**config.mk**
```make
export PLATFORM = sky130hd
export DESIGN_NAME = vdc_vram_host_port_flat
export DESIGN_NICKNAME = d
export VERILOG_FILES = /design/src/rtl/vdc_vram_host_port_if.sv /design/src/rtl/vdc_vram_host_port.sv /design/src/flat_wrapper.sv
export SDC_FILE = /design/constraint.sdc
export NUM_CORES = 1
export LEC_CHECK = 0
export CAP_MARGIN = 20
export CORE_MARGIN = 4
export CORE_UTILIZATION = 54
export CTS_CLUSTER_DIAMETER = 100
export CTS_CLUSTER_SIZE = 8
export DETAILED_ROUTE_END_ITERATION = 8
export MAX_ROUTING_LAYER = met4
export PLACE_DENSITY = 0.81
export REMOVE_ABC_BUFFERS = 1
export SETUP_SLACK_MARGIN = 0.05
export SLEW_MARGIN = 15
export SYNTH_ARGS = -nofsm -noshare
export SYNTH_HDL_FRONTEND = slang
export SYNTH_SLANG_ARGS = --single-unit
```
**constraint.sdc**
```tcl
create_clock -name clock -period 2.77 [get_ports clock]
set_input_delay 0.554 -clock clock [delete_from_list [all_inputs] [get_ports clock]]
set_output_delay 0.554 -clock clock [all_outputs]
set_load 0.03 [all_outputs]
```
**src/rtl/vdc_vram_host_port_if.sv**
```systemverilog
// -----------------------------------------------------------------------------
// vdc_vram_host_port_if
//
// CPU-side register access bus of the VDC VRAM host port.
// The host drives a request and the port accepts it in the cycle where
// host_valid && host_ready. host_rdata is combinational and is valid in
// that same accept cycle.
//
// Signals:
//   host_valid  host requests a register access this cycle
//   host_ready  port can accept an access (port is idle)
//   host_write  1 = register write, 0 = register read
//   host_reg    0 MAWR, 1 MARR, 2 VWR/VRR, 3 reserved
//   host_hi     0 = low byte [7:0], 1 = high byte [15:8]
//   host_wdata  write data byte
//   host_rdata  read data byte
//
// Modports:
//   master  CPU / register front end
//   slave   vdc_vram_host_port
// -----------------------------------------------------------------------------
interface vdc_vram_host_port_if;
    logic       host_valid;
    logic       host_ready;
    logic       host_write;
    logic [1:0] host_reg;
    logic       host_hi;
    logic [7:0] host_wdata;
    logic [7:0] host_rdata;

    modport master (
        output host_valid,
        output host_write,
        output host_reg,
        output host_hi,
        output host_wdata,
        input  host_ready,
        input  host_rdata
    );

    modport slave (
        input  host_valid,
        input  host_write,
        input  host_reg,
        input  host_hi,
        input  host_wdata,
        output host_ready,
        output host_rdata
    );
endinterface

```
**src/rtl/vdc_vram_host_port.sv**
```systemverilog
// -----------------------------------------------------------------------------
// vdc_vram_host_port
//
// Initiator side of the HuC6270 VRAM interface. CPU accesses to MAWR, MARR
// and VWR/VRR are turned into single-word VRAM read/write cycles, issued only
// in CPU slots granted by the display fetcher. Implements the HuC6270
// auto-increment (1/32/64/128) and the VRR read prefetch.
//
// Parameters:
//   ADDR_W      VRAM word-address width (MAWR, MARR, MA); at least 16
//   RD_LAT      cycles from re to valid vram_rdata
//
// Ports:
//   clock       system clock, all state updates on posedge
//   reset_N     asynchronous active-low reset
//   host        register access bus (slave modport)
//   incr_sel    address increment select: 0->1, 1->32, 2->64, 3->128
//   slot_grant  current cycle is a CPU VRAM slot
//   MA          VRAM address (0 unless a strobe is active)
//   re          VRAM read strobe, one cycle
//   we          VRAM write strobe, one cycle
//   vram_wdata  write data to VRAM (0 unless we is active)
//   vram_rdata  read data from VRAM, valid RD_LAT cycles after re
//   busy        a VRAM access is pending or in flight
//
// State table:
//   state   | meaning
//   IDLE    | no access outstanding, host accesses accepted
//   WR_WAIT | write pending, waiting for a CPU slot to pulse we
//   RD_WAIT | read pending, waiting for a CPU slot to pulse re
//   RD_DATA | read issued, waiting RD_LAT cycles for VRAM data
// -----------------------------------------------------------------------------
module vdc_vram_host_port #(
    parameter int ADDR_W = 16,
    parameter int RD_LAT = 1
) (
    input  logic                 clock,
    input  logic                 reset_N,
    vdc_vram_host_port_if.slave  host,
    input  logic [1:0]           incr_sel,
    input  logic                 slot_grant,
    output logic [ADDR_W-1:0]    MA,
    output logic                 re,
    output logic                 we,
    output logic [15:0]          vram_wdata,
    input  logic [15:0]          vram_rdata,
    output logic                 busy
);

    localparam logic [1:0] IDLE    = 2'd0;
    localparam logic [1:0] WR_WAIT = 2'd1;
    localparam logic [1:0] RD_WAIT = 2'd2;
    localparam logic [1:0] RD_DATA = 2'd3;

    localparam int               LAT_W    = (RD_LAT > 1) ? $clog2(RD_LAT) : 1;
    localparam logic [LAT_W-1:0] LAT_LOAD = LAT_W'(RD_LAT - 1);

    localparam logic [1:0] REG_MAWR = 2'd0;
    localparam logic [1:0] REG_MARR = 2'd1;
    localparam logic [1:0] REG_VDAT = 2'd2;

    logic [1:0]        state;
    logic [ADDR_W-1:0] mawr;
    logic [ADDR_W-1:0] marr;
    logic [7:0]        vwr_lo;
    logic [15:0]       wr_data;
    logic [15:0]       vrr;
    logic [ADDR_W-1:0] inc_amt;
    logic [LAT_W-1:0]  lat_cnt;

    logic              accept;
    logic              wr_acc;
    logic              rd_acc;
    logic              start_wr;
    logic              start_rd;
    logic [ADDR_W-1:0] inc_decoded;

    // ------------------------------------------------------------------
    // Host side decode
    // ------------------------------------------------------------------
    assign host.host_ready = (state == IDLE);
    assign busy            = (state != IDLE);

    assign accept = host.host_valid && host.host_ready;
    assign wr_acc = accept &&  host.host_write;
    assign rd_acc = accept && !host.host_write;

    // A high-byte write to VWR commits the word; a high-byte write to MARR
    // or a high-byte read of VRR launches a (pre)fetch.
    assign start_wr = wr_acc && (host.host_reg == REG_VDAT) && host.host_hi;
    assign start_rd = (wr_acc && (host.host_reg == REG_MARR) && host.host_hi) ||
                      (rd_acc && (host.host_reg == REG_VDAT) && host.host_hi);

    always_comb begin
        host.host_rdata = 8'h00;
        if (!host.host_write && (host.host_reg == REG_VDAT)) begin
            host.host_rdata = host.host_hi ? vrr[15:8] : vrr[7:0];
        end
    end

    always_comb begin
        inc_decoded = ADDR_W'(1);
        case (incr_sel)
            2'd0:    inc_decoded = ADDR_W'(1);
            2'd1:    inc_decoded = ADDR_W'(32);
            2'd2:    inc_decoded = ADDR_W'(64);
            default: inc_decoded = ADDR_W'(128);
        endcase
    end

    // ------------------------------------------------------------------
    // VRAM side: strobes come straight from state and slot_grant so that
    // an asynchronous reset clears them in the same instant, and so that
    // nothing toggles on the bus while a slot is withheld.
    // ------------------------------------------------------------------
    assign we = (state == WR_WAIT) && slot_grant;
    assign re = (state == RD_WAIT) && slot_grant;

    always_comb begin
        MA         = '0;
        vram_wdata = 16'h0000;
        if (we) begin
            MA         = mawr;
            vram_wdata = wr_data;
        end else if (re) begin
            MA = marr;
        end
    end

    // ------------------------------------------------------------------
    // Registers and FSM
    // ------------------------------------------------------------------
    always_ff @(posedge clock or negedge reset_N) begin
        if (!reset_N) begin
            state   <= IDLE;
            mawr    <= '0;
            marr    <= '0;
            vwr_lo  <= 8'h00;
            wr_data <= 16'h0000;
            vrr     <= 16'h0000;
            inc_amt <= '0;
            lat_cnt <= '0;
        end else begin
            case (state)
                IDLE: begin
                    if (wr_acc) begin
                        case (host.host_reg)
                            REG_MAWR: begin
                                if (host.host_hi) mawr[15:8] <= host.host_wdata;
                                else              mawr[7:0]  <= host.host_wdata;
                            end
                            REG_MARR: begin
                                if (host.host_hi) marr[15:8] <= host.host_wdata;
                                else              marr[7:0]  <= host.host_wdata;
                            end
                            REG_VDAT: begin
                                if (host.host_hi) wr_data <= {host.host_wdata, vwr_lo};
                                else              vwr_lo  <= host.host_wdata;
                            end
                            default: ;
                        endcase
                    end

                    // The increment is frozen here so a CR change while the
                    // access waits for a slot does not affect it.
                    if (start_wr) begin
                        inc_amt <= inc_decoded;
                        state   <= WR_WAIT;
                    end else if (start_rd) begin
                        inc_amt <= inc_decoded;
                        state   <= RD_WAIT;
                    end
                end

                WR_WAIT: begin
                    if (slot_grant) begin
                        mawr  <= mawr + inc_amt;
                        state <= IDLE;
                    end
                end

                RD_WAIT: begin
                    if (slot_grant) begin
                        lat_cnt <= LAT_LOAD;
                        state   <= RD_DATA;
                    end
                end

                RD_DATA: begin
                    if (lat_cnt == '0) begin
                        vrr   <= vram_rdata;
                        marr  <= marr + inc_amt;
                        state <= IDLE;
                    end else begin
                        lat_cnt <= lat_cnt - 1'b1;
                    end
                end

                default: state <= IDLE;
            endcase
        end
    end

endmodule
```
**src/flat_wrapper.sv**
```systemverilog
// flat-port wrapper written by rule: the top's interface ports become plain ports
module vdc_vram_host_port_flat 
#(
    parameter int ADDR_W = 16,
    parameter int RD_LAT = 1
)
  (clock, reset_N, incr_sel, slot_grant, MA, re, we, vram_wdata, vram_rdata, busy, host_host_valid, host_host_write, host_host_reg, host_host_hi, host_host_wdata, host_host_ready, host_host_rdata);
  vdc_vram_host_port_if host_i ();
  input  logic clock;
  input  logic reset_N;
  input  logic [1:0] incr_sel;
  input  logic slot_grant;
  output logic [ADDR_W-1:0] MA;
  output logic re;
  output logic we;
  output logic [15:0] vram_wdata;
  input  logic [15:0] vram_rdata;
  output logic busy;
  input wire logic [$bits(host_i.host_valid)-1:0] host_host_valid;
  input wire logic [$bits(host_i.host_write)-1:0] host_host_write;
  input wire logic [$bits(host_i.host_reg)-1:0] host_host_reg;
  input wire logic [$bits(host_i.host_hi)-1:0] host_host_hi;
  input wire logic [$bits(host_i.host_wdata)-1:0] host_host_wdata;
  output wire logic [$bits(host_i.host_ready)-1:0] host_host_ready;
  output wire logic [$bits(host_i.host_rdata)-1:0] host_host_rdata;
  assign host_i.host_valid = host_host_valid;
  assign host_i.host_write = host_host_write;
  assign host_i.host_reg = host_host_reg;
  assign host_i.host_hi = host_host_hi;
  assign host_i.host_wdata = host_host_wdata;
  assign host_host_ready = host_i.host_ready;
  assign host_host_rdata = host_i.host_rdata;
  vdc_vram_host_port #(.ADDR_W(ADDR_W), .RD_LAT(RD_LAT)) u_core (.clock(clock), .reset_N(reset_N), .host(host_i), .incr_sel(incr_sel), .slot_grant(slot_grant), .MA(MA), .re(re), .we(we), .vram_wdata(vram_wdata), .vram_rdata(vram_rdata), .busy(busy));
endmodule
```
==> results of run 1 <==
## power groups by stage
stage	registers, mW	logic, mW	clock network (mW)
floorplan	2.01	2.24	0
global placement	2.16	2.96	0
detailed placement	2.19	3.06	0
CTS	2.17	3.08	0.997
global route	2.24	3.40	1.04
finish	2.18	3.10	0.989
## final cells by class
cell class | count | area [um^2]
fillers | 653 | 2640
multi-input cells | 338 | 2480
flip-flops and latches | 78 | 1950
repair buffers | 90 | 786
clock buffers | 10 | 138
well taps | 105 | 131
clock inverters | 6 | 93.8
inverters | 11 | 41.3
## cells by family after synthesis
family                   share of synthesized area
AO/OA/AOI/OAI                                0.198
multiplexers                                 0.149
adder cells (fa/ha/maj)                     0.0408
flip-flops                                   0.424
AND/OR/NAND/NOR                              0.139
XOR/XNOR                                    0.0114
buffers and inverters                       0.0386
## Yosys cell counts, drive strengths merged, types with 4 or more instances
library cell  instances
a211oi                4
o22ai                 9
and2                  4
a2bb2oi               7
and3                 23
mux2i                20
inv                  11
a31oi                 8
nor2                 22
nand3                16
buf                  12
ha                   15
a21oi                32
clkbuf               18
a22o                 16
o22a                  9
nand4                 5
nor3                  5
mux2                 43
dfrtp                78
nand2                25
o21ai                31
## sequential cells by signal, summed over array words and instances, names as in the netlist
| name | count |
|---|---|
| u_core.inc_amt | 4 |
| u_core.vrr | 16 |
| u_core.vwr_lo | 8 |
| u_core.state | 2 |
| u_core.marr | 16 |
| u_core.wr_data | 16 |
| u_core.mawr | 16 |
## worst max-delay path: stages (launching register included)
cell and delay (ns):
dfrtp_1 0.40, inv_1 0.10, ha_1 0.22, buf_4 0.18, and2_1 0.14, buf_4 0.19, a22o_1 0.28, buf_4 0.18
## routing by layer
metal	vias to the layer above	wire length (um)
met4	0	363
li1	1851	-
met2	171	5630
met3	34	681
met5	-	0
met1	1903	5600
## per-stage QoR
stage	setup TNS [ns]	worst slack [ns]	area [um^2]
finish	0	0.154	5620
global route	0	0.0891	5620
CTS	0	0.132	5600
detailed placement	0	0.224	5370
global placement	0	0.239	5370
floorplan	-5.17	-0.327	4470
## cell usage in the layout (no fill, tap or decap), types with 3 or more instances in the layout
cell type         n
a211oi_1          4
a21o_1            3
a21oi_1          31
a22o_1           15
a2bb2oi_1         7
a31o_2            3
a31oi_1           8
and2_1            4
and3_1           23
buf_4            54
clkbuf_8         10
clkdlybuf4s50_1  34
dfrtp_1          78
ha_1             13
inv_1            10
mux2_2           43
mux2i_1          20
nand2_1          25
nand3_1          15
nand3b_1          3
nand4_1           4
nor2_1           20
nor2b_1           3
nor3_1            5
o211ai_1          3
o21ai_0          29
o22a_1            9
o22ai_1           9
xnor2_1           3
xor2_1            3
## worst paths after layout
| path | to | start | slack [ns] |
|---|---|---|---|
| max in group asynchronous | u_core.vrr[6] | reset_N | 2.00 |
| min | u_core.marr[8] | reset_N | 0.17 |
| min reg2reg | u_core.wr_data[7] | u_core.wr_data[7] | 0.51 |
| max | MA[12] | u_core.state[1] | 0.15 |
| min in group clock | u_core.wr_data[7] | u_core.wr_data[7] | 0.51 |
| max reg2reg | u_core.mawr[10] | u_core.state[1] | 0.36 |
==> out/metrics.yaml, run 1 <==
netlist_area_um2: 4600
num_vias: 3959
cts.sinks: 78
gp_congestion: 0.964
timing.critical_path.required_ns: 2.22
skew_ns: 0.0104
maxSlewViolCount: 0
drt.antenna.violating_nets: 0
combPwrFrac: 0.495
gr-usage-met2: 0.395
synth_area_leader_cell: "dfrtp_1"
whs_ns: 0.174
cts_setup_buffers: 0
cts_made_buffers: 9
hp-class: "in2async"
grt_pass1_vias: 3993
core_um2: 8260
start_kind: "flip-flop"
syn_inst: 457
clk_pin_slew_ns: 0.09
ir_drop_mv: 0.749
worst_setup_path_end_kind: "output port"
ys_top_cells_by_area: "dfrtp_1 42%, mux2_2 11%, mux2i_1 4.3%, ha_1 4.1%, a21oi_1 3.4%"
grtUsageMet1: 0.340
rr_worst_depth: 8
dp_cells: 621
internal_power_mw: 3.60
cts_tree: "done"
switching_power_mw: 2.68
die_h_um: 100
rsz0062_at_grt: "no"
synthToLayoutAreaGrowth_pct: 22.1
synth-edff-count: 0
first_pass_iters: 5
antennaDiodeCount: 0
final_nets: 577
setup_viol: 0
ys.flop_type: "dfrtp_1"
insertion_delay_ns: 0.36
arrival_ns: 2.06
cts_hold_buf: 0
avgSynthCellArea_um2: 10.1
die_area_um2: 10100
routed_wl_mm: 12.3
floorplan.initialDensity: 0.558
grt_pass1_wl_mm: 19.9
cts_resized: 0
swShare: 0.427
max-slew-margin-rel: 0.558
p_leak_nw: 2.54
cp_max_fo: 18
pwr-share-clk: 0.158
port-buffer-count: 77
post-dp-hpwl_mm: 8.54
die_w_um: 100
pwr-share-seq: 0.348
synth-seq-cells: 78
min_period_over_period: 0.944
top_usage_layer: "met2"
layout_min_cycle_time_ns: 2.62
max_cap_viol_count: 0
finish.utilization: 0.681
yosysWarnings: 0
drive_gt1_frac: 0.244
hold_viol: 0
seq_area_frac_synth: 0.424
grt_use_total: 0.256
drt_iter0_markers: 271
tightest_slew_ns: 0.662
rows: 33
final_cell_count_no_fill: 638
io_pins: 78
drc: 0
avgRoutedWirePerCell_um: 19.2
synthArstFlopShare: 1.00
ys_types: 57
cellPowerDensity_nw_per_um2: 1120
antenna_found_initial: 0
finalPower_mw: 6.28
htreeDepth: 3
criticalPathCategory: "reg2out"
overflow: 0
max_freq_mhz: 382
grtUsageMet3: 0.0368
grt_max_degree: 79
synth_top_area_share: 0.424
outcome: "finished clean"
post_drt_via_cell_ratio: 6.21
cts-root-buf: "clkbuf_8"
clock_path_buffers: 2
(Power assumes the default switching activity.)
==> inputs of run 2 (changes only) <==
--- a/config.mk
+++ b/config.mk
@@ -15,6 +15,7 @@
 export PLACE_DENSITY = 0.81
 export REMOVE_ABC_BUFFERS = 1
 export SETUP_SLACK_MARGIN = 0.05
+export SKIP_CTS_REPAIR_TIMING = 1
 export SLEW_MARGIN = 15
 export SYNTH_ARGS = -nofsm -noshare
 export SYNTH_HDL_FRONTEND = slang
==> results of run 2 <==
Final layout, timing and power as in run 1 (identical DEF).
==> inputs of run 3 (changes only) <==
--- a/config.mk
+++ b/config.mk
@@ -5,9 +5,10 @@
 export SDC_FILE = /design/constraint.sdc
 export NUM_CORES = 1
 export LEC_CHECK = 0
+export ABC_AREA = 1
 export CAP_MARGIN = 20
 export CORE_MARGIN = 4
-export CORE_UTILIZATION = 54
+export CORE_UTILIZATION = 55
 export CTS_CLUSTER_DIAMETER = 100
 export CTS_CLUSTER_SIZE = 8
 export DETAILED_ROUTE_END_ITERATION = 8
==> run 3 against run 2 <==
Non-clock buffer count down 5. Sequential share of layout area down 1.8 points. Final cell count up 42%. Critical endpoint is now MA[5]. Global-route usage up 2.2 points. Highest routed layer unchanged.
==> out/metrics.yaml, run 3 <==
cp-startpoint: "u_core.state[1]"
swShare: 0.463
ys_top_cells_by_count: "237 x nand2_1, 88 x inv_1, 80 x nor2_1"
outcome: "finished clean"
max_freq_mhz: 403
cp_max_fo: 22
drt.antenna.violating_nets: 0
drt_iter0_markers: 331
pwr-share-seq: 0.350
most-common-layout-cells: "237 x nand2_1, 88 x inv_1, 80 x nor2_1"
cts.sinks: 78
synth.most_common_cell: "nand2_1"
avgSynthCellArea_um2: 6.89
seq_area_frac_synth: 0.394
critical_path.endpoint: "MA[5]"
finish.utilization: 0.680
final_nets: 843
ir_drop_mv: 0.472
rr_worst_depth: 10
setup_tns_ns: 0
core_um2: 8720
synth_top_area_share: 0.394
synth-seq-cells: 78
routed_wl_mm: 13.3
p_leak_nw: 3.09
ys.flop_type: "dfrtp_1"
insertion_delay_ns: 0.37
clk_pin_slew_ns: 0.08
yosysWarnings: 0
rsz0062_at_grt: "no"
antennaDiodeCount: 0
synthToLayoutAreaGrowth_pct: 19.8
clock_path_buffers: 2
syn_inst: 719
crit_family: "buffers and inverters"
critPathMaxStageDelay_ns: 0.41
slowest_stage: "dfrtp_1"
synthArstFlopShare: 1.00
post-dp-hpwl_mm: 10.1
crit_buf_inv: 3
gp_congestion: 0.971
maxSlewViolCount: 0
internal_power_mw: 3.26
num_vias: 4922
ys_top_cells_by_area: "dfrtp_1 39%, nand2_1 18%, inv_1 6.7%, o21ai_0 6.2%, nor2_1 6.1%"
final.setup.worst_slack_ns: 0.287
htreeDepth: 3
cts_made_buffers: 9
arrival_ns: 1.93
place_ws_ns: 0.316
rows: 34
regArea_um2: 1950
hold_viol: 0
synth-edff-count: 0
cts-root-buf: "clkbuf_8"
criticalPathCategory: "reg2out"
worst-path-stages: 6
io_pins: 78
die_h_um: 103
post_drt_via_cell_ratio: 5.43
max-slew-margin-rel: 0.353
min_period_over_period: 0.896
pwr-share-clk: 0.163
switching_power_mw: 2.81
cts_tree: "done"
hp-class: "in2async"
grt_pass1_vias: 4782
reg2reg_to: "u_core.state[1]"
rr_startpoint: "u_core.state[0]"
setup_viol: 0
tightest_slew_ns: 0.971
drc: 0
netlist_area_um2: 4950
path_cells: "inv_1 -> ha_1 -> inv_2 -> nand3_1 -> o21ai_0 -> buf_4"
final_common_cell: "nand2_1"
finish.instance_area_um2: 5930
cellPowerDensity_nw_per_um2: 1020
worst_setup_path_end_kind: "output port"
regToRegSetupSlack_ns: 0.73
multi_input_area_um2: 2540
die_area_um2: 10600
avgRoutedWirePerCell_um: 14.7
overflow: 0
ys_types: 38
grt_use_total: 0.278
whs_ns: 0.337
combPwrFrac: 0.487
start_kind: "flip-flop"
antenna_found_initial: 0
max_cap_viol_count: 0
grt_pass1_wl_mm: 22.3
synth_area_leader_cell: "dfrtp_1"
place_area_um2: 5700
layout_min_cycle_time_ns: 2.48
grt_max_degree: 79
skew_ns: 0.0190
die_w_um: 103
floorplan.initialDensity: 0.568
n_fill_cell: 760
drive_gt1_frac: 0.116
timing.critical_path.required_ns: 2.22
first_pass_iters: 6
port-buffer-count: 77
## run 3: changes by cell type after synthesis, sizes merged, moves of 38 or more
cell,before,now
o21ai,31,69
inv,11,94
mux2,43,0
nand3,16,59
nand2,25,242
nor2,22,82
## run 3: worst min-delay path by stage
stage	from	endpoint	slack, ns
6_report	reset_N	u_core.wr_data[0]	0.34
3_3_place_gp	u_core.vrr[4]	u_core.vrr[4]	0.46
2_1_floorplan	reset_N	u_core.inc_amt[0]	0.26
4_1_cts	reset_N	u_core.mawr[13]	0.38
5_1_grt	reset_N	u_core.wr_data[4]	0.42
3_5_place_dp	u_core.vrr[9]	u_core.vrr[9]	0.46
## run 3: cell type report
cell class,count,area share
well taps,108,0.0228
inverters,94,0.0595
clock inverters,6,0.0156
flip-flops and latches,78,0.329
clock buffers,10,0.0232
multi-input cells,526,0.428
repair buffers,85,0.122
## run 3: layer usage
metal | part of all wire | track usage | up-vias
met5 | 0 | - | -
met2 | 0.49 | 0.460 | 170
met4 | 0.027 | 0.101 | 0
met3 | 0.062 | 0.0352 | 33
li1 | - | - | 2426
met1 | 0.42 | 0.352 | 2293
## run 3: kinds of logic (layout without fill, tap and decap cells)
family,after synthesis,in the layout,share of synthesized area
xor gates and xnor gates,4,4,0.00708
AOI/OAI and AO/OA,109,109,0.122
DFF,78,78,0.394
adders and majority gates,15,15,0.0379
buffers and inverters,115,195,0.0930
and+or+nand+nor,398,398,0.346
## run 3: power by group through the flow
stage                     clock (mW)  combinational [mW]  sequential (mW)
after floorplan                    0                2.13             1.99
after global placement             0                2.85             2.11
after detailed placement           0                2.94             2.13
after CTS                       1.00                2.95             2.12
after global routing            1.05                3.35             2.19
final                          0.992                2.95             2.12
## run 3: stage by stage
stage | total power, mW | cells
floorplan | 4.12 | 698
global placement | 4.96 | 891
detailed placement | 5.07 | 891
CTS | 6.07 | 907
global route | 6.59 | 907
finish | 6.07 | 907
